<file path="src/rtl/bp_pkg.sv">
// Shared definitions for the branch predictor: 2-bit counter encodings and
// the default counter value loaded at reset.
package bp_pkg;

  typedef enum logic [1:0] {
    SNT = 2'b00,  // strongly not-taken
    WNT = 2'b01,  // weakly not-taken
    WT  = 2'b10,  // weakly taken
    ST  = 2'b11   // strongly taken
  } ctr_state_e;

  localparam logic [1:0] DEFAULT_INIT_STATE = WNT;

  // A counter predicts taken when its MSB is set (WT or ST).
  function automatic logic predicts_taken(input logic [1:0] state);
    return state[1];
  endfunction

endpackage

</file>
<file path="src/rtl/sat_counter2.sv">
// 2-bit saturating up/down counter next-state logic: one step toward taken
// or not-taken, clamped at ST and SNT.
module sat_counter2
  import bp_pkg::*;
(
  input  logic [1:0] state,
  input  logic       taken,
  output logic [1:0] next_state
);

  // Step the counter one position, holding at either end.
  always_comb begin
    // NOTE: assigning a default before the case keeps every path driven, so no latch is inferred.
    next_state = state;
    unique case (state)
      SNT:     next_state = taken ? WNT : SNT;
      WNT:     next_state = taken ? WT  : SNT;
      WT:      next_state = taken ? ST  : WNT;
      ST:      next_state = taken ? ST  : WT;
      default: next_state = state;
    endcase
  end

endmodule

</file>
<file path="src/rtl/branch_predictor_table.sv">
// Pattern history table of 2-bit saturating counters with an optional
// non-speculative global history (gshare) folded into the index, plus
// resolved-branch and misprediction statistics.
module branch_predictor_table
  import bp_pkg::*;
#(
  parameter int         INDEX_BITS = 6,
  parameter int         HIST_BITS  = 0,
  parameter logic [1:0] INIT_STATE = DEFAULT_INIT_STATE
) (
  input  logic                  clk,
  input  logic                  reset,
  input  logic                  branch_decode_sig,
  input  logic [31:0]           in_addr,
  input  logic [31:0]           offset,
  output logic                  prediction,
  output logic [31:0]           branch_addr,
  output logic [INDEX_BITS-1:0] pred_idx,
  input  logic                  branch_mem_sig,
  input  logic [INDEX_BITS-1:0] upd_idx,
  input  logic                  actual_branch_decision,
  input  logic                  mispredict,
  output logic [31:0]           stat_branches,
  output logic [31:0]           stat_mispredicts
);

  localparam int ENTRIES = 1 << INDEX_BITS;

  logic [1:0]            table_q [ENTRIES];
  logic [INDEX_BITS-1:0] pc_idx;
  logic [INDEX_BITS-1:0] hist_ext;
  logic [1:0]            upd_cur;
  logic [1:0]            upd_next;
  logic                  unused_addr_bits;

  // Word-aligned PC bits select the entry; byte offset and upper PC are ignored.
  assign pc_idx           = in_addr[INDEX_BITS+1:2];
  assign unused_addr_bits = ^{in_addr[31:INDEX_BITS+2], in_addr[1:0]};

  generate
    if (HIST_BITS == 0) begin : g_bimodal
      assign hist_ext = '0;
    end else begin : g_gshare
      logic [HIST_BITS-1:0] ghr_q;
      logic [HIST_BITS:0]   ghr_shift;

      assign ghr_shift = {ghr_q, actual_branch_decision};
      assign hist_ext  = INDEX_BITS'(ghr_q);

      // Global history advances only on resolved branches, never speculatively.
      always_ff @(posedge clk) begin
        // NOTE: state registers use non-blocking assignments so every flop samples pre-edge values.
        if (reset) begin
          ghr_q <= '0;
        end else if (branch_mem_sig) begin
          ghr_q <= ghr_shift[HIST_BITS-1:0];
        end
      end
    end
  endgenerate

  // Prediction reads the table asynchronously in ID; no bypass from a same-cycle update.
  assign pred_idx    = pc_idx ^ hist_ext;
  assign prediction  = branch_decode_sig & predicts_taken(table_q[pred_idx]);
  assign branch_addr = in_addr + offset;

  assign upd_cur = table_q[upd_idx];

  sat_counter2 u_sat_counter2 (
    .state      (upd_cur),
    .taken      (actual_branch_decision),
    .next_state (upd_next)
  );

  // Single write port: reset loads every counter, otherwise the resolving entry steps.
  always_ff @(posedge clk) begin
    if (reset) begin
      // NOTE: the table is small flop storage with a defined start state, so each entry is reset explicitly.
      for (int i = 0; i < ENTRIES; i++) begin
        table_q[i] <= INIT_STATE;
      end
    end else if (branch_mem_sig) begin
      table_q[upd_idx] <= upd_next;
    end
  end

  // Saturating statistics for resolved branches and mispredictions.
  always_ff @(posedge clk) begin
    if (reset) begin
      stat_branches    <= '0;
      stat_mispredicts <= '0;
    end else if (branch_mem_sig) begin
      if (stat_branches != 32'hFFFF_FFFF) begin
        stat_branches <= stat_branches + 32'd1;
      end
      if (mispredict && (stat_mispredicts != 32'hFFFF_FFFF)) begin
        stat_mispredicts <= stat_mispredicts + 32'd1;
      end
    end
  end

endmodule

</file>
<file path="config.mk">
export PLATFORM = sky130hd
export DESIGN_NAME = branch_predictor_table
export DESIGN_NICKNAME = d
export VERILOG_FILES = /design/src/rtl/bp_pkg.sv /design/src/rtl/sat_counter2.sv /design/src/rtl/branch_predictor_table.sv
export SDC_FILE = /design/constraint.sdc
export NUM_CORES = 1
export LEC_CHECK = 0
export BUFFER_PORTS_ARGS = -buffer_cell sky130_fd_sc_hd__buf_4
export CORE_AREA = 10 10 159 161
export DETAILED_ROUTE_END_ITERATION = 7
export DIE_AREA = 0 0 169 171
export PLACE_DENSITY = 0.76
export SLEW_MARGIN = 20
export SYNTH_ARGS = -nofsm -noshare
export SYNTH_HDL_FRONTEND = slang
export SYNTH_SLANG_ARGS = --single-unit
</file>
<file path="constraint.sdc">
create_clock -name clk -period 2.97 [get_ports clk]
set_input_delay 0.1485 -clock clk [delete_from_list [all_inputs] [get_ports clk]]
set_output_delay 0.1485 -clock clk [all_outputs]
set_load 0.01 [all_outputs]
</file>
==> flow_summary.html, run 1 <==
<table>
<tr><th>Metric</th><th>Value</th></tr>
<tr><th colspan="2">Outcome</th></tr>
<tr><td>Run status</td><td>finished, final reports clean</td></tr>
<tr><th colspan="2">STA</th></tr>
<tr><td>Unrepaired setup endpoints after global routing</td><td>no</td></tr>
<tr><td>Slew @ Worst Pin</td><td>765 ps</td></tr>
<tr><td>Worst hold slack</td><td>112 ps</td></tr>
<tr><td>Final-layout setup total negative slack</td><td>0 ps</td></tr>
<tr><td>Setup clock skew after layout</td><td>14.1 ps</td></tr>
<tr><td>Portion of the clock cycle consumed by the worst path in the final layout</td><td>98.3%</td></tr>
<tr><td>Post-route minimum period</td><td>2920 ps</td></tr>
<tr><td>Number of max-slew violations in the final report</td><td>0</td></tr>
<tr><td>Max Clock Freq</td><td>343 MHz</td></tr>
<tr><td>Final critical-path setup slack</td><td>50.6 ps</td></tr>
<tr><td>Endpoints failing setup</td><td>0</td></tr>
<tr><td>Number of failing hold endpoints at the final stage</td><td>0</td></tr>
<tr><td>Remaining max-slew budget at the tightest pin</td><td>48.3%</td></tr>
<tr><th colspan="2">Synth</th></tr>
<tr><td>Flop and latch count out of synthesis</td><td>192</td></tr>
<tr><td>Post-Syn Instances</td><td>1197</td></tr>
<tr><td>Count of unique library cells instantiated by Yosys</td><td>75</td></tr>
<tr><td>Synth Area per Inst</td><td>9.99 um^2</td></tr>
<tr><td>Synthesized Nets</td><td>1307</td></tr>
<tr><td>Most used flip-flop cell after synthesis</td><td>edfxtp_1</td></tr>
<tr><td>Xor/xnor cell area share of the yosys netlist</td><td>6.08%</td></tr>
<tr><td>Dominant combinational cell family by area after synthesis</td><td>simple AND/OR/NAND/NOR gates</td></tr>
<tr><td>Async SR Flop Fraction</td><td>0%</td></tr>
<tr><td>Share of synthesized area spent on multiplexers</td><td>7.71%</td></tr>
<tr><td>Sequential-to-total area share from yosys stat</td><td>42.9%</td></tr>
<tr><td>Combined area of all synthesized cells</td><td>12000 um^2</td></tr>
<tr><td>Fraction of the mapped netlist area in adder cells</td><td>3.81%</td></tr>
<tr><td>Synthesized-area fraction occupied by and/or/nand/nor cells</td><td>22.9%</td></tr>
<tr><td>Number of flops mapped to enable cells by yosys</td><td>128</td></tr>
<tr><td>Fraction of the mapped netlist area in compound gates</td><td>12.0%</td></tr>
<tr><td>Yosys warns</td><td>0</td></tr>
<tr><th colspan="2">Final layout</th></tr>
<tr><td>Proportion of layout cells with a drive suffix above 1</td><td>27.3%</td></tr>
<tr><td>Antenna diode count</td><td>0</td></tr>
<tr><td>Sequential cell area</td><td>5120 um^2</td></tr>
<tr><td>Footprint of the multi-input gates</td><td>6280 um^2</td></tr>
<tr><td>Post-synthesis to final-layout area growth</td><td>19.0%</td></tr>
<tr><td>Most frequent cells in the layout</td><td>buf_4, edfxtp_1, nor2_1, nand2_1, nand3_1</td></tr>
<tr><td>Final Net Count</td><td>1456</td></tr>
<tr><td>Number of fillers in the final layout</td><td>1799</td></tr>
<tr><td>Most common cell after layout, fill and taps aside</td><td>buf_4</td></tr>
<tr><td>Count of non-filler cells in the finished layout</td><td>1644</td></tr>
<tr><th colspan="2">Placed design</th></tr>
<tr><td>Sum of net half-perimeters after detailed placement</td><td>24900 um</td></tr>
<tr><td>Placed Cells incl. Taps</td><td>1612</td></tr>
<tr><td>Pre-CTS setup slack</td><td>97.9 ps</td></tr>
<tr><td>Gp weighted congestion</td><td>0.910</td></tr>
<tr><td>Number of port buffers</td><td>178</td></tr>
<tr><th colspan="2">Worst setup path</th></tr>
<tr><td>Reg2Reg Setup Slack</td><td>390 ps</td></tr>
<tr><td>Worst setup path class</td><td>reg -&gt; out</td></tr>
<tr><td>Critical path launch point type</td><td>register</td></tr>
<tr><td>Cell depth of the worst flop-to-flop path</td><td>8</td></tr>
<tr><td>Required @ worst endpoint</td><td>2820 ps</td></tr>
<tr><td>RR Endpoint</td><td>table_q[44][0]</td></tr>
<tr><td>Worst Path Max Fanout</td><td>2</td></tr>
<tr><td>Arrival @ worst endpoint</td><td>2770 ps</td></tr>
<tr><td>Critical path endpoint category</td><td>output pin</td></tr>
<tr><td>Origin of the critical flop-to-flop path</td><td>table_q[38][1]</td></tr>
<tr><th colspan="2">Worst hold path</th></tr>
<tr><td>Hold Path End</td><td>stat_mispredicts[16]</td></tr>
<tr><td>Start point of the worst hold path</td><td>mispredict</td></tr>
<tr><td>Hold Path Stages</td><td>4</td></tr>
<tr><td>Hold crit path type</td><td>in -&gt; reg</td></tr>
<tr><th colspan="2">Clock network</th></tr>
<tr><td>Clock-pin slew on the worst setup and hold paths</td><td>80 ps</td></tr>
<tr><td>Max clock buf depth</td><td>2</td></tr>
<tr><td>Number of clock sinks</td><td>192</td></tr>
<tr><td>TritonCTS clock tree</td><td>yes</td></tr>
<tr><td>Clk root buf</td><td>clkbuf_16</td></tr>
<tr><td>Number of hold buffers added after cts</td><td>0</td></tr>
<tr><td>Level count of the clock H-tree</td><td>4</td></tr>
<tr><td>Number of buffers inserted during clock tree synthesis</td><td>17</td></tr>
<tr><td>Later-pin clock latency in the skew report</td><td>440 ps</td></tr>
<tr><th colspan="2">Route</th></tr>
<tr><td>Antenna Violating Nets Remaining</td><td>0</td></tr>
<tr><td>Ratio of routed vias to standard cells</td><td>6.30</td></tr>
<tr><td>Router iterations before antenna repair</td><td>5</td></tr>
<tr><td>DRC Markers</td><td>0</td></tr>
<tr><td>Total via count after detailed routing</td><td>10.3k</td></tr>
<tr><td>Final routed wirelength across all metal layers</td><td>34900 um</td></tr>
<tr><td>Detailed Route Iter0 Violations</td><td>1102</td></tr>
<tr><td>Final routed wire length divided by cell count</td><td>21.2 um</td></tr>
<tr><th colspan="2">Power</th></tr>
<tr><td>Pint</td><td>4.71 mW</td></tr>
<tr><td>Share of total power consumed by net switching</td><td>28.9%</td></tr>
<tr><td>Part of the power in combinational logic</td><td>20.5%</td></tr>
<tr><td>Sequential group share of total power</td><td>44.0%</td></tr>
<tr><td>Reported leakage power</td><td>5.17 nW</td></tr>
<tr><td>Total power of the final layout</td><td>6.63 mW</td></tr>
<tr><td>Switching power</td><td>1.91 mW</td></tr>
<tr><td>Peak supply drop</td><td>392 uV</td></tr>
<tr><td>Fraction of power consumed by the clock network</td><td>35.4%</td></tr>
<tr><td>Cell Pwr Density</td><td>466 nW/um^2</td></tr>
<tr><th colspan="2">Floorplan</th></tr>
<tr><td>Y dimension of the die</td><td>171 um</td></tr>
<tr><td>Initial core utilization</td><td>53.8%</td></tr>
<tr><td>Die X</td><td>169 um</td></tr>
<tr><td>Die Outline Area</td><td>28900 um^2</td></tr>
<tr><td>Placeable core region</td><td>22200 um^2</td></tr>
<tr><td>Io pins</td><td>179</td></tr>
<tr><td>Count of standard-cell rows</td><td>55</td></tr>
<tr><th colspan="2">Global route</th></tr>
<tr><td>Total overflow reported by the global router</td><td>0</td></tr>
<tr><td>Number of antenna violations at the first check in global routing</td><td>0</td></tr>
<tr><td>Largest net degree at the start of global routing</td><td>64</td></tr>
<tr><td>Global-route wire length before repair</td><td>54100 um</td></tr>
<tr><td>Global-route usage over all layers</td><td>23.0%</td></tr>
<tr><td>Via count of the first global-routing pass</td><td>9895</td></tr>
<tr><th colspan="2">Run</th></tr>
<tr><td>Max-cap check violation count</td><td>0</td></tr>
</table>
-- kinds of logic (layout without fill, tap and decap cells) --
logic type	count (synthesis)	count (layout)
simple gates	500	500
mux	50	50
xor+xnor	83	83
fa+ha+maj	36	36
flops	192	192
compound gates	220	220
buf+inv	116	278
-- critical path, stage by stage, from the launching register on --
cell and delay, ps:
edfxtp_1 430, mux4_2 550, mux4_2 530, mux4_2 520
and2_1 170, buf_4 140
-- area by class of cell --
type,count,area share [%]
multi-input cells,889,44.1
flip-flops and latches,192,36.0
clock inverters,11,0.695
inverters,12,0.317
clock buffers,21,3.53
well taps,285,2.51
repair buffers,234,12.8
-- Yosys cell counts (all sizes together), types with 3 or more instances --
library cell  instances  area, um^2
o21ai                70         350
clkbuf               57         214
nand3                80         400
nor3b                 6        50.1
buf                  47         298
a21oi                45         225
a211oi               10        75.1
nand2b                6        37.5
or2                   4        25.0
and3                 29         181
edfxtp              128        3840
nor3                 58         490
xor2                 47         412
mux4                 33         743
nor2                109         412
o211ai                3        22.5
a22oi                10        75.1
nand4                37         238
nand2               104         390
nor4                 13         113
o22ai                 6        37.5
mux2i                10         100
nand3b                3        22.5
and2                 10        62.6
nor2b                10        62.6
or4                   3        30.0
dfxtp                64        1280
inv                  12        45.1
a221oi               11        96.3
or3                  10        62.6
o21bai                3        22.5
and4                 10        92.6
a31oi                 4        25.0
or3b                  3        26.3
mux2                  7        78.8
a21o                 22         165
o31ai                11        82.6
a221o                 5        50.1
xnor2                36         315
ha                   33         413
-- how the worst max path moves through the flow --
stage,start,end,slack (ps),cells past startpoint
global route,table_q[63][1],prediction,40,5
floorplan,in_addr[2],prediction,530,6
finish,table_q[63][1],prediction,50,5
CTS,table_q[63][1],prediction,80,5
global placement,offset[0],branch_addr[20],140,12
detailed placement,offset[0],branch_addr[20],100,12
-- flip-flops by register name (all words and copies together), names as in the netlist --
name and count:
table_q 128, stat_mispredicts 32, stat_branches 32
-- through the flow --
stage	cell area [um^2]	util, %
2_1_floorplan	12000	-
3_3_place_gp	13600	61.3
3_5_place_dp	13600	61.3
4_1_cts	14200	64.0
5_1_grt	14200	64.0
6_report	14200	64.0
-- power by group through the flow --
stage	clock [mW]	combinational [mW]	sequential, mW
final	2.35	1.36	2.92
after global routing	2.47	1.45	2.92
after CTS	2.36	1.34	2.92
after detailed placement	0	1.34	2.98
after global placement	0	1.32	2.97
after floorplan	0	0.834	2.97
-- timing repair --
item / CTS / global route
endpoints found under the setup margin: 0 / 7
gates resized for setup: 0 / 2
buffers inserted: 0 / 0
-- per-layer routing --
metal  vias up  track usage, %  part of all wire (%)
li1       4763               -                     -
met1      4985            29.6                    40
met2       519            37.3                    47
met3        82            5.60                    10
met4         0            7.80                   2.6
met5         -               0                     0
No activity file was read; power rests on OpenSTA's default activity.
==> run 2, diff against run 1 <==
Settings changed: CORE_AREA 10 10 159 161 to 10 10 160 162, CTS_BUF_LIST set to sky130_fd_sc_hd__clkbuf_8, DIE_AREA 0 0 169 171 to 0 0 170 172, PLACE_DENSITY 0.76 to 0.79.
Clock period 2.97 ns to 2.55 ns, I/O delays scaled along.
==> run 2 against run 1 <==
Net effect: the flow now finishes with violations (setup timing); sequential cell count did not move; cell count rose by 5.2%; setup slack got worse by 340 ps; first-iteration DRC count rose by 39%; clock-buffer cell count fell by 4; utilization rose by 5.7 points; critical path type unchanged; critical endpoint unchanged; largest power group unchanged; highest routed layer unchanged.
==> flow_summary.html, run 2 (same netlist as run 1, synthesis figures left out) <==
<table>
<tr><th>Metric</th><th>Value</th></tr>
<tr><th colspan="2">Power</th></tr>
<tr><td>Peak supply drop</td><td>394 uV</td></tr>
<tr><td>Reported leakage power</td><td>5.90 nW</td></tr>
<tr><td>Total power of the final layout</td><td>7.63 mW</td></tr>
<tr><td>Cell Pwr Density</td><td>490 nW/um^2</td></tr>
<tr><th colspan="2">STA</th></tr>
<tr><td>Final-layout setup total negative slack</td><td>-16520 ps</td></tr>
<tr><td>Slew @ Worst Pin</td><td>1100 ps</td></tr>
<tr><td>Setup clock skew after layout</td><td>16.5 ps</td></tr>
<tr><td>Number of max-slew violations in the final report</td><td>0</td></tr>
<tr><td>Final critical-path setup slack</td><td>-292 ps</td></tr>
<tr><td>Number of failing hold endpoints at the final stage</td><td>0</td></tr>
<tr><td>Post-route minimum period</td><td>2840 ps</td></tr>
<tr><td>Unrepaired setup endpoints after global routing</td><td>yes</td></tr>
<tr><td>Portion of the clock cycle consumed by the worst path in the final layout</td><td>111%</td></tr>
<tr><td>Max Clock Freq</td><td>352 MHz</td></tr>
<tr><td>Worst hold slack</td><td>68.6 ps</td></tr>
<tr><td>Remaining max-slew budget at the tightest pin</td><td>26.5%</td></tr>
<tr><td>Endpoints failing setup</td><td>127</td></tr>
<tr><th colspan="2">Worst setup path</th></tr>
<tr><td>Origin of the critical flop-to-flop path</td><td>table_q[57][1]</td></tr>
<tr><td>RR Endpoint</td><td>table_q[46][0]</td></tr>
<tr><td>Reg2Reg Setup Slack</td><td>-200 ps</td></tr>
<tr><td>Worst setup path class</td><td>reg -&gt; out</td></tr>
<tr><td>WP buf/inv</td><td>1</td></tr>
<tr><td>Arrival @ worst endpoint</td><td>2710 ps</td></tr>
<tr><td>Crit-path cells</td><td>mux4_2, mux4_2, mux4_2, and2_4, buf_6</td></tr>
<tr><td>Worst Path Max Fanout</td><td>2</td></tr>
<tr><td>Crit path to</td><td>prediction</td></tr>
<tr><td>CP startpoint</td><td>table_q[60][1]</td></tr>
<tr><td>Critical path endpoint category</td><td>output pin</td></tr>
<tr><td>CP delay by family, top</td><td>multiplexers</td></tr>
<tr><td>Cell depth of the worst flop-to-flop path</td><td>11</td></tr>
<tr><td>Required @ worst endpoint</td><td>2420 ps</td></tr>
<tr><td>Logic depth of the worst path, buffers included</td><td>5</td></tr>
<tr><td>Crit path top cell by count</td><td>mux4_2</td></tr>
<tr><td>Critical path launch point type</td><td>register</td></tr>
<tr><td>Worst path max stage delay</td><td>520 ps</td></tr>
<tr><td>Crit path max-delay cell type</td><td>mux4_2</td></tr>
<tr><th colspan="2">Floorplan</th></tr>
<tr><td>Initial core utilization</td><td>53.5%</td></tr>
<tr><td>Y dimension of the die</td><td>172 um</td></tr>
<tr><td>Die Outline Area</td><td>29200 um^2</td></tr>
<tr><td>Io pins</td><td>179</td></tr>
<tr><td>Placeable core region</td><td>22400 um^2</td></tr>
<tr><td>Count of standard-cell rows</td><td>55</td></tr>
<tr><td>Die X</td><td>170 um</td></tr>
<tr><th colspan="2">Route</th></tr>
<tr><td>DRC Markers</td><td>0</td></tr>
<tr><td>Final routed wire length divided by cell count</td><td>22.5 um</td></tr>
<tr><td>Total via count after detailed routing</td><td>10.9k</td></tr>
<tr><td>Ratio of routed vias to standard cells</td><td>6.31</td></tr>
<tr><td>Router iterations before antenna repair</td><td>6</td></tr>
<tr><td>Antenna Violating Nets Remaining</td><td>0</td></tr>
<tr><td>Detailed Route Iter0 Violations</td><td>1535</td></tr>
<tr><td>Final routed wirelength across all metal layers</td><td>38900 um</td></tr>
<tr><th colspan="2">Final layout</th></tr>
<tr><td>Footprint of the multi-input gates</td><td>6880 um^2</td></tr>
<tr><td>Most frequent cells in the layout</td><td>buf_4, edfxtp_1, nand2_1, nor2_1</td></tr>
<tr><td>Number of fillers in the final layout</td><td>1615</td></tr>
<tr><td>Biggest registers after layout</td><td>table_q: 128 flops, stat_branches: 32 flops, stat_mispredicts: 32 flops</td></tr>
<tr><td>Flip-flop count of the largest register, all copies and words added</td><td>128</td></tr>
<tr><td>Final cell area excluding filler cells</td><td>15600 um^2</td></tr>
<tr><td>Most common cell after layout, fill and taps aside</td><td>buf_4</td></tr>
<tr><td>Post-synthesis to final-layout area growth</td><td>30.3%</td></tr>
<tr><td>Register with the most flip-flops</td><td>table_q</td></tr>
<tr><td>Sequential cell area</td><td>5120 um^2</td></tr>
<tr><td>Final Net Count</td><td>1541</td></tr>
<tr><td>Proportion of layout cells with a drive suffix above 1</td><td>37.2%</td></tr>
<tr><td>Antenna diode count</td><td>0</td></tr>
<tr><td>Final core utilization</td><td>69.7%</td></tr>
<tr><td>Count of non-filler cells in the finished layout</td><td>1729</td></tr>
<tr><th colspan="2">Clock network</th></tr>
<tr><td>Number of hold buffers added after cts</td><td>0</td></tr>
<tr><td>TritonCTS clock tree</td><td>yes</td></tr>
<tr><td>Number of clock sinks</td><td>192</td></tr>
<tr><td>Number of buffers inserted during clock tree synthesis</td><td>17</td></tr>
<tr><td>Level count of the clock H-tree</td><td>4</td></tr>
<tr><td>Clk root buf</td><td>clkbuf_8</td></tr>
<tr><td>Max clock buf depth</td><td>2</td></tr>
<tr><td>Later-pin clock latency in the skew report</td><td>480 ps</td></tr>
<tr><td>Clock-pin slew on the worst setup and hold paths</td><td>110 ps</td></tr>
<tr><th colspan="2">Global route</th></tr>
<tr><td>Via count of the first global-routing pass</td><td>10.3k</td></tr>
<tr><td>Largest net degree at the start of global routing</td><td>64</td></tr>
<tr><td>Number of antenna violations at the first check in global routing</td><td>0</td></tr>
<tr><td>Global-route usage over all layers</td><td>24.4%</td></tr>
<tr><td>Global-route wire length before repair</td><td>56500 um</td></tr>
<tr><td>Total overflow reported by the global router</td><td>0</td></tr>
<tr><th colspan="2">Placed design</th></tr>
<tr><td>Pre-CTS setup slack</td><td>-108 ps</td></tr>
<tr><td>Gp weighted congestion</td><td>0.976</td></tr>
<tr><td>Sum of net half-perimeters after detailed placement</td><td>27000 um</td></tr>
<tr><td>Placed inst area</td><td>14100 um^2</td></tr>
<tr><td>Placed Cells incl. Taps</td><td>1676</td></tr>
<tr><td>Number of port buffers</td><td>178</td></tr>
<tr><th colspan="2">Worst hold path</th></tr>
<tr><td>Start point of the worst hold path</td><td>mispredict</td></tr>
<tr><td>Hold crit path type</td><td>in -&gt; reg</td></tr>
<tr><th colspan="2">Outcome</th></tr>
<tr><td>Run status</td><td>finished with violations</td></tr>
<tr><td>Failing checks</td><td>setup timing</td></tr>
<tr><th colspan="2">Run</th></tr>
<tr><td>Max-cap check violation count</td><td>0</td></tr>
</table>
-- run 2: changes by cell type in the layout (fill, tap and decap cells not counted), moves of 6 or more --
cell	delta
nor4_4	+6
nand2_2	+6
nand3_1	-38
nor3_4	+22
clkbuf_16	-11
nor3_2	-21
nand3_2	+37
nor2_4	+7
nor2_2	+9
nand2_1	-9
nor2_1	-16
clkbuf_8	+15
buf_4	+63
-- run 2: worst min-delay path by stage --
| stage | endpoint | slack (ps) | depth (start not counted) |
|---|---|---|---|
| 3_5_place_dp | pred_idx[5] | 470 | 2 |
| 4_1_cts | stat_mispredicts[16] | 70 | 4 |
| 6_report | stat_mispredicts[16] | 70 | 4 |
| 3_3_place_gp | pred_idx[5] | 470 | 2 |
| 2_1_floorplan | pred_idx[0] | 350 | 1 |
| 5_1_grt | stat_mispredicts[16] | 100 | 4 |
-- run 2: worst reg2reg max path: cells and delay by family (launching register included) --
family          cells  cell delay (ps)
flops               1              440
buf+inv             4              590
fa+ha+maj           1              250
compound gates      3              610
mux                 1              250
simple gates        2              360
-- run 2: metal layers --
metal	GRT usage [%]	vias to the layer above	wire length, um
met5	0	-	0
met2	40.8	700	18600
met3	5.31	123	4410
li1	-	4938	-
met1	30.5	5152	14400
met4	8.39	0	1420
-- run 2: area by class of cell --
class | instances | share of cell area, %
Clock buffer | 17 | 1.50
Multi-Input combinational cell | 889 | 44.1
Clock inverter | 15 | 1.12
Timing Repair Buffer | 319 | 17.8
Sequential cell | 192 | 32.9
Inverter | 12 | 0.289
Tap cell | 285 | 2.29
-- run 2: what timing repair did --
item | in CTS | in global routing
buffers inserted | 4 | 5
gates cloned | 4 | 8
setup endpoints to repair | 89 | 142
resized for setup | 13 | 128
pin swaps | 6 | 28
-- run 2: power by group --
part	switching, mW	total [mW]	internal (mW)
combinational	1.16	2.13	0.974
clock	1.20	2.10	0.906
sequential	0.0385	3.40	3.36
total	2.39	7.63	5.24
==> run 3, diff against run 2 <==
Settings changed: CAP_MARGIN set to 20, CELL_PAD_IN_SITES_DETAIL_PLACEMENT set to 0, CELL_PAD_IN_SITES_GLOBAL_PLACEMENT set to 2, CORE_AREA 10 10 160 162 to 10 10 199 201, DIE_AREA 0 0 170 172 to 0 0 209 211, PLACE_DENSITY 0.79 to unset, PLACE_DENSITY_LB_ADDON set to 0.1.
==> run 3 against run 2 <==
Net effect: the run still ends with setup timing left; fmax is 1.3% lower; power decreased by 1.6%; utilization shrank 25 points; critical endpoint unchanged; largest cell class unchanged.
==> flow_summary.html, run 3 (same netlist as run 1, synthesis figures left out) <==
<table>
<tr><th>Metric</th><th>Value</th></tr>
<tr><th colspan="2">Outcome</th></tr>
<tr><td>Run status</td><td>finished with violations</td></tr>
<tr><td>Failing checks</td><td>setup timing</td></tr>
<tr><th colspan="2">Placed design</th></tr>
<tr><td>Number of port buffers</td><td>178</td></tr>
<tr><td>Sum of net half-perimeters after detailed placement</td><td>30400 um</td></tr>
<tr><td>Gp weighted congestion</td><td>0.879</td></tr>
<tr><td>Placed Cells incl. Taps</td><td>1884</td></tr>
<tr><td>Placed inst area</td><td>14600 um^2</td></tr>
<tr><th colspan="2">Floorplan</th></tr>
<tr><td>Die Outline Area</td><td>44100 um^2</td></tr>
<tr><td>Initial core utilization</td><td>33.8%</td></tr>
<tr><td>Placeable core region</td><td>35400 um^2</td></tr>
<tr><td>Io pins</td><td>179</td></tr>
<tr><td>Y dimension of the die</td><td>211 um</td></tr>
<tr><td>Die X</td><td>209 um</td></tr>
<tr><td>Count of standard-cell rows</td><td>69</td></tr>
<tr><th colspan="2">Global route</th></tr>
<tr><td>Number of antenna violations at the first check in global routing</td><td>1</td></tr>
<tr><td>Via count of the first global-routing pass</td><td>10.5k</td></tr>
<tr><td>Global-route usage over all layers</td><td>18.0%</td></tr>
<tr><td>Global-route wire length before repair</td><td>62300 um</td></tr>
<tr><td>Largest net degree at the start of global routing</td><td>65</td></tr>
<tr><td>Total overflow reported by the global router</td><td>0</td></tr>
<tr><th colspan="2">Final layout</th></tr>
<tr><td>Biggest registers after layout</td><td>table_q: 128 flops, stat_branches: 32 flops, stat_mispredicts: 32 flops</td></tr>
<tr><td>Flip-flop count of the largest register, all copies and words added</td><td>128</td></tr>
<tr><td>Number of fillers in the final layout</td><td>3456</td></tr>
<tr><td>Register with the most flip-flops</td><td>table_q</td></tr>
<tr><td>Final Net Count</td><td>1568</td></tr>
<tr><td>Count of non-filler cells in the finished layout</td><td>1932</td></tr>
<tr><td>Proportion of layout cells with a drive suffix above 1</td><td>36.9%</td></tr>
<tr><td>Post-synthesis to final-layout area growth</td><td>31.1%</td></tr>
<tr><td>Most common cell after layout, fill and taps aside</td><td>buf_4</td></tr>
<tr><td>Final cell area excluding filler cells</td><td>15700 um^2</td></tr>
<tr><td>Most frequent cells in the layout</td><td>buf_4, edfxtp_1, nor2_1, nand2_1, dfxtp_1</td></tr>
<tr><td>Antenna diode count</td><td>0</td></tr>
<tr><th colspan="2">STA</th></tr>
<tr><td>Post-route minimum period</td><td>2880 ps</td></tr>
<tr><td>Worst hold slack</td><td>32.3 ps</td></tr>
<tr><td>Final critical-path setup slack</td><td>-329 ps</td></tr>
<tr><td>Unrepaired setup endpoints after global routing</td><td>yes</td></tr>
<tr><td>Max Clock Freq</td><td>347 MHz</td></tr>
<tr><td>Setup clock skew after layout</td><td>12.9 ps</td></tr>
<tr><td>Number of max-slew violations in the final report</td><td>0</td></tr>
<tr><td>Portion of the clock cycle consumed by the worst path in the final layout</td><td>113%</td></tr>
<tr><td>Endpoints failing setup</td><td>1</td></tr>
<tr><td>Number of failing hold endpoints at the final stage</td><td>0</td></tr>
<tr><td>Remaining max-slew budget at the tightest pin</td><td>45.9%</td></tr>
<tr><td>Slew @ Worst Pin</td><td>806 ps</td></tr>
<tr><th colspan="2">Route</th></tr>
<tr><td>Final routed wirelength across all metal layers</td><td>41800 um</td></tr>
<tr><td>Total via count after detailed routing</td><td>10.4k</td></tr>
<tr><td>Detailed Route Iter0 Violations</td><td>660</td></tr>
<tr><td>Antenna Violating Nets Remaining</td><td>0</td></tr>
<tr><td>Router iterations before antenna repair</td><td>5</td></tr>
<tr><td>Ratio of routed vias to standard cells</td><td>5.39</td></tr>
<tr><td>Final routed wire length divided by cell count</td><td>21.6 um</td></tr>
<tr><td>DRC Markers</td><td>0</td></tr>
<tr><th colspan="2">Worst setup path</th></tr>
<tr><td>CP delay by family, top</td><td>multiplexers</td></tr>
<tr><td>WP buf/inv</td><td>1</td></tr>
<tr><td>Worst path max stage delay</td><td>540 ps</td></tr>
<tr><td>Crit-path cells</td><td>mux4_2, mux4_2, mux4_2, and2_4, buf_6</td></tr>
<tr><td>Critical path endpoint category</td><td>output pin</td></tr>
<tr><td>Crit path top cell by count</td><td>mux4_2</td></tr>
<tr><td>Worst setup path class</td><td>reg -&gt; out</td></tr>
<tr><td>Worst Path Max Fanout</td><td>2</td></tr>
<tr><td>Critical path launch point type</td><td>register</td></tr>
<tr><td>Arrival @ worst endpoint</td><td>2750 ps</td></tr>
<tr><td>Required @ worst endpoint</td><td>2420 ps</td></tr>
<tr><td>Crit path max-delay cell type</td><td>mux4_2</td></tr>
<tr><th colspan="2">Clock network</th></tr>
<tr><td>Clock-pin slew on the worst setup and hold paths</td><td>100 ps</td></tr>
<tr><td>Number of buffers inserted during clock tree synthesis</td><td>17</td></tr>
<tr><td>TritonCTS clock tree</td><td>yes</td></tr>
<tr><td>Number of clock sinks</td><td>192</td></tr>
<tr><td>Level count of the clock H-tree</td><td>4</td></tr>
<tr><td>Max clock buf depth</td><td>2</td></tr>
<tr><td>Clk root buf</td><td>clkbuf_8</td></tr>
<tr><td>Number of hold buffers added after cts</td><td>0</td></tr>
<tr><td>Later-pin clock latency in the skew report</td><td>480 ps</td></tr>
<tr><th colspan="2">Power</th></tr>
<tr><td>Cell Pwr Density</td><td>479 nW/um^2</td></tr>
<tr><td>Peak supply drop</td><td>281 uV</td></tr>
<tr><td>Reported leakage power</td><td>5.79 nW</td></tr>
<tr><th colspan="2">Worst hold path</th></tr>
<tr><td>Hold crit path type</td><td>in -&gt; reg</td></tr>
<tr><th colspan="2">Run</th></tr>
<tr><td>Max-cap check violation count</td><td>0</td></tr>
</table>
[run 3: routing by layer]
metal | track usage, % | part of all wire, % | vias up
met1 | 23.2 | 45 | 5084
met2 | 29.6 | 48 | 296
met3 | 3.62 | 5.4 | 50
li1 | - | - | 4985
met5 | 0 | 0 | -
met4 | 6.03 | 2.3 | 0
[run 3: path summary, 6_finish.rpt]
path	cells past startpoint	end	slack (ps)	startpoint
hold reg to reg	2	stat_branches[26]	530	stat_branches[26]
setup / recovery	5	prediction	-330	table_q[63][1]
setup reg to reg	9	table_q[55][0]	0	table_q[58][1]
hold / removal	4	stat_mispredicts[16]	30	mispredict
[run 3: layout make-up]
type                       count  area, um^2  area share (%)
tap                          461         577            3.68
inverter                      12        45.0           0.287
clock inverter                12         120           0.766
timing repair buffer         346        2920            18.6
multi-input combinational    889        6620            42.2
sequential                   192        5120            32.7
clock buffer                  20         275            1.76
[run 3: metrics by stage]
step | utilization (%) | TNS, ps | worst slack (ps) | power, mW
2_1_floorplan | - | 0 | 152 | 4.43
3_3_place_gp | 41.4 | -13310 | -190 | 5.22
3_5_place_dp | 41.4 | -12860 | -220 | 5.22
4_1_cts | 42.7 | -1120 | -352 | 7.33
5_1_grt | 44.3 | -2410 | -393 | 7.83
6_report | 44.3 | -329 | -329 | 7.51
[run 3: what timing repair did]
action | CTS | global route
setup endpoints to repair | 41 | 134
pin swaps | 8 | 41
buffers inserted | 3 | 3
resized for setup | 15 | 74
gates cloned | 1 | 9
[run 3: power by group]
part | switching, mW | internal (mW) | total (mW)
clock network | 1.14 | 0.944 | 2.08
logic | 1.09 | 0.945 | 2.03
registers | 0.0357 | 3.36 | 3.40
[run 3: worst register-to-register path: cells and delay by family, from the launching register on]
kind	cells	cell delay [ps]
flops	1	440
simple gates	2	330
compound gates	3	650
mux	1	290
fa+ha+maj	1	220
buf+inv	2	340
